$ cat config.mk
export PLATFORM = sky130hd
export DESIGN_NAME = line_writeback_buffer
export DESIGN_NICKNAME = d
export VERILOG_FILES = /design/src/rtl/line_writeback_buffer.sv
export SDC_FILE = /design/constraint.sdc
export NUM_CORES = 1
export LEC_CHECK = 0
export ABC_CLOCK_PERIOD_IN_PS = 9300
export CORE_ASPECT_RATIO = 0.7
export CORE_MARGIN = 2
export CORE_UTILIZATION = 50
export DETAILED_ROUTE_END_ITERATION = 12
export PLACE_DENSITY = 0.77
export SLEW_MARGIN = 20
export SYNTH_ARGS = -nofsm -noshare
export SYNTH_HDL_FRONTEND = slang
export SYNTH_SLANG_ARGS = --single-unit
$ cat constraint.sdc
create_clock -name clk -period 9.3 [get_ports clk]
set_input_delay 1.86 -clock clk [delete_from_list [all_inputs] [get_ports clk]]
set_output_delay 1.86 -clock clk [all_outputs]
set_load 0.02 [all_outputs]
$ cat src/rtl/line_writeback_buffer.sv
// Write-back buffer: queues evicted dirty lines, coalesces repeat evictions,
// forwards queued data to refills and drains one line per idle RAM cycle.
module line_writeback_buffer #(
    parameter int unsigned LINE_BITS      = 128,
    parameter int unsigned LINE_ADDR_BITS = 10,
    parameter int unsigned DEPTH          = 4
) (
    input  logic                        clk,
    input  logic                        reset,
    input  logic                        evict_valid,
    input  logic [LINE_ADDR_BITS-1:0]   evict_addr,
    input  logic [LINE_BITS-1:0]        evict_data,
    output logic                        evict_ready,
    input  logic [LINE_ADDR_BITS-1:0]   lookup_addr,
    output logic                        lookup_hit,
    output logic [LINE_BITS-1:0]        lookup_data,
    input  logic                        mem_busy,
    output logic                        mem_we,
    output logic [LINE_ADDR_BITS-1:0]   mem_addr,
    output logic [LINE_BITS-1:0]        mem_wdata,
    output logic [$clog2(DEPTH):0]      count,
    output logic                        empty
);

    localparam int unsigned PTR_W = $clog2(DEPTH);
    localparam int unsigned CNT_W = PTR_W + 1;

    logic [DEPTH-1:0]          valid_q, valid_d;
    logic [LINE_ADDR_BITS-1:0] addr_q [DEPTH];
    logic [LINE_ADDR_BITS-1:0] addr_d [DEPTH];
    logic [LINE_BITS-1:0]      data_q [DEPTH];
    logic [LINE_BITS-1:0]      data_d [DEPTH];
    logic [PTR_W-1:0]          head_q, head_d;
    logic [PTR_W-1:0]          tail_q, tail_d;
    logic [CNT_W-1:0]          count_q, count_d;

    logic             full;
    logic             drain;
    logic             accept;
    logic             enqueue;
    logic             coal_hit;
    logic [PTR_W-1:0] coal_idx;

    assign full        = (count_q == CNT_W'(DEPTH));
    assign empty       = (count_q == '0);
    assign count       = count_q;
    assign evict_ready = !full;
    assign drain       = !empty && !mem_busy && !reset;
    assign accept      = evict_valid && evict_ready && !reset;
    assign enqueue     = accept && !coal_hit;

    assign mem_we    = drain;
    assign mem_addr  = empty ? '0 : addr_q[head_q];
    assign mem_wdata = empty ? '0 : data_q[head_q];

    // Coalesce target: a valid copy of evict_addr that is not leaving this cycle.
    always_comb begin
        coal_hit = 1'b0;
        coal_idx = '0;
        for (int i = 0; i < DEPTH; i++) begin
            if (valid_q[i] && addr_q[i] == evict_addr
                && !(drain && PTR_W'(i) == head_q)) begin
                coal_hit = 1'b1;
                coal_idx = PTR_W'(i);
            end
        end
    end

    // Forwarding lookup; coalescing guarantees at most one match.
    always_comb begin
        lookup_hit  = 1'b0;
        lookup_data = '0;
        for (int i = 0; i < DEPTH; i++) begin
            if (valid_q[i] && addr_q[i] == lookup_addr) begin
                lookup_hit  = 1'b1;
                lookup_data = lookup_data | data_q[i];
            end
        end
    end

    always_comb begin
        valid_d = valid_q;
        addr_d  = addr_q;
        data_d  = data_q;
        head_d  = head_q;
        tail_d  = tail_q;
        count_d = count_q + CNT_W'(enqueue) - CNT_W'(drain);

        if (drain) begin
            valid_d[head_q] = 1'b0;
            head_d          = head_q + PTR_W'(1);
        end

        if (accept) begin
            if (coal_hit) begin
                data_d[coal_idx] = evict_data;
            end else begin
                valid_d[tail_q] = 1'b1;
                addr_d[tail_q]  = evict_addr;
                data_d[tail_q]  = evict_data;
                tail_d          = tail_q + PTR_W'(1);
            end
        end
    end

    always_ff @(posedge clk) begin
        if (reset) begin
            valid_q <= '0;
            head_q  <= '0;
            tail_q  <= '0;
            count_q <= '0;
        end else begin
            valid_q <= valid_d;
            head_q  <= head_d;
            tail_q  <= tail_d;
            count_q <= count_d;
        end
    end

    // Payload storage needs no reset; valid bits gate every use.
    always_ff @(posedge clk) begin
        for (int i = 0; i < DEPTH; i++) begin
            addr_q[i] <= addr_d[i];
            data_q[i] <= data_d[i];
        end
    end

endmodule

==> results.md <==
* Status: completed
* Critical Path Source Type: input port
* Slew @ Worst Pin at 1148 ps
* Gr usage total at 0.2760
* Post-CTS Setup Bufs at 0
* CTS Hold Bufs at 0
* Final min period at 6955 ps
* Cell Int Power at 0.005383 W
* Final hold violations at 0
* Die ar. at 59480 µm²
* Clock sinks at 563
* Post-DRT Antenna Nets at 0
* Max-slew headroom at 0.2348
* Critical Path End Type: primary output
* Clock power share at 0.276
* Via Count at 19.99k
* Hold_sp: valid_q[0]
* Fill cells at 4254
* Synth top cells by count: edfxtp_1, nor2b_1, and2_1
* Final count of pins violating max slew at 0
* Mean area per synthesized cell at 13.59 µm²
* Max clock buf depth at 3
* Class of the worst hold path: reg2reg
* Path type of the worst setup path: in2out
* Yosys cell types at 39
* Total of max-cap violations at 0
* Core Region at 56810 µm²
* Psw at 0.002464 W
* Initial antenna violation count at 12
* Crit path arrival time at 5090 ps
* Total CTS buffers at 55
* Worst-path clk slew at 60 ps
* DP HPWL at 48390 µm
* Hold depth at 2
* Pre-antenna DRT Iters at 7
* DP Area at 33390 µm²
* Die width at 290.6 µm
* Reg2reg start: head_q[0]
* Routability cong. at 0.9752
* Nets at 2594
* Final instance area at 35120 µm²
* Row cnt at 73
* Starting DRT DRC Count at 2421
* Main flop type after synthesis: edfxtp_1
* Yosys top cell area share at 0.5764
* Yosys reg bits at 563
* PD cells at 223.4 nW/µm²
* Share of layout cells above drive strength 1 at 0.1056
* Routed WL per cell at 25.96 µm
* Synth async-reset ratio at 0
* R2r endpoint: data_q[146]
* Largest area contributor in the netlist: edfxtp_1
* Syn_nets at 2279
* Switch share at 0.3140
* Hold Path Sink: valid_q[0]
* Port Buffers at 424
* TritonCTS clock tree: done
* Synth Warn # at 0
* Number of synthesized flops with an enable pin at 552
* Vias in the first global route at 19.97k
* Setup violations, final at 0
* Final wirelength at 83880 µm
* Height of the die at 204.6 µm
* Crit-path max FO at 65
* Syn-to-layout area delta at 22.12%
* CTS H-tree depth at 2
* Most common cell in the synthesized netlist: edfxtp_1
* Leakage at 12.07 nW
* Root buffer cell: clkbuf_16
* Via/cell ratio at 6.188
* Worst skew pair latency at 610 ps
* Synthesized area at 28760 µm²
* WP data required at 7440 ps
* Largest net degree at the start of global routing at 145
* Worst reg2reg path depth at 8
* Final Skew at 16.51 ps
* FMAX at 143.8 MHz
* Post-Syn Instances at 2116
* Most area-consuming cells after synthesis: edfxtp_1, mux4_2, a22oi_1
* Comb power frac at 0.325
* Period utilization at 0.7478
* Reg2Reg Setup Slack at 3770 ps
* Setup_tns at 0 ps
* # DRC at 0
* Post-cts resize count at 0
* Worst VDD drop at 0.0003164 V
* First-pass GRT wire length at 124500 µm
* RSZ-0062 raised after global routing: false
* Sequential power share at 0.400
* GRT overflow at 0
* Io pins at 425
* Post-synthesis sequential area ratio at 0.5841
* Starting density of the core at 0.5062
[final cells by class]
class	instances	area [µm²]	area share
Clock buffer	71	1458	0.04151
Multi-Input combinational cell	1349	11100	0.3161
Sequential cell	563	16800	0.4785
Tap cell	750	938.4	0.02672
Clock inverter	26	240.2	0.006841
Inverter	11	41.29	0.001176
Antenna cell	10	25.02	0.0007126
Timing Repair Buffer	451	4509	0.1284
[metal layers]
metal  global-route usage  wire (µm)  vias to the layer above
met5                    0         54                        -
met4               0.1070       3053                        8
met3              0.06000       8798                      189
met2               0.4364      39860                     1209
met1               0.3767      32120                    10000
li1                     -          -                     8586
[kinds of logic (layout without fill, tap and decap cells)]
family	count (synthesis)	in the layout	share of synthesized area
other cells	0	10	0
fa+ha+maj	11	11	0.005047
mux	138	138	0.1081
buf+inv	204	559	0.03229
flops	563	563	0.5841
simple gates	842	842	0.1720
xor+xnor	82	82	0.02498
compound gates	276	276	0.07358
[power by group through the flow]
stage,clock network [W],registers (W),logic (W)
after global placement,0,0.00318,0.00253
after detailed placement,0,0.00319,0.00255
after CTS,0.00218,0.00314,0.00256
after global routing,0.00228,0.00315,0.00268
after floorplan,0,0.00315,0.00153
final,0.00216,0.00314,0.00255
[registers in the layout (all words and copies together) (netlist names)]
| name | cells |
|---|---|
| count | 3 |
| addr_q | 40 |
| valid_q | 4 |
| data_q | 512 |
| head_q | 2 |
| tail_q | 2 |
[how the worst max path moves through the flow]
stage / startpoint / to / slack (ps) / cells past startpoint
2_1_floorplan: reset / data_q[0] / 80 / 6
3_3_place_gp: lookup_addr[5] / lookup_data[10] / 2500 / 8
3_5_place_dp: lookup_addr[5] / lookup_data[95] / 2480 / 8
4_1_cts: lookup_addr[5] / lookup_data[95] / 2450 / 8
5_1_grt: lookup_addr[5] / lookup_data[99] / 2300 / 8
6_report: lookup_addr[5] / lookup_data[95] / 2350 / 8
[stage by stage]
step           total power (W)  utilization  worst slack (ps)  instances  hold slack (ps)
2_1_floorplan         0.004672            -             79.60       2116            464.9
3_3_place_gp          0.005705       0.5878              2504       3124            504.9
3_5_place_dp          0.005743       0.5878              2483       3124            525.9
4_1_cts               0.007882       0.6177              2447       3221            535.7
5_1_grt               0.008113       0.6180              2297       3228            579.5
6_report              0.007846       0.6181              2345       3231            548.8
[worst max-delay path, cell delays in order]
cell             delay, ps
clkdlybuf4s50_1        520
xnor2_1                310
nand4_1                160
nor3_2                 280
buf_4                  760
a22oi_1                220
nand2_1                230
clkdlybuf4s50_1        640
[layout by cell type, fill, tap and decap left out, drive strengths merged, types with 2 or more instances in the layout]
cell type,instances
edfxtp,552
clkinv,18
a22oi,256
o41ai,2
nor3,8
buf,27
mux4,138
nand2b,2
o21bai,4
nor4,4
nor2,3
nor2b,268
xnor2,82
nand3,10
ha,10
a21bo,2
o31ai,2
bufinv,4
nand4,16
clkbuf,71
nand2,134
a2111oi,4
or4,2
clkinvlp,3
and2,259
a21oi,3
o21ai,2
diode,10
dfxtp,11
clkdlybuf4s50,424
and3,133
inv,12
No activity file was read; power rests on OpenSTA's default activity.
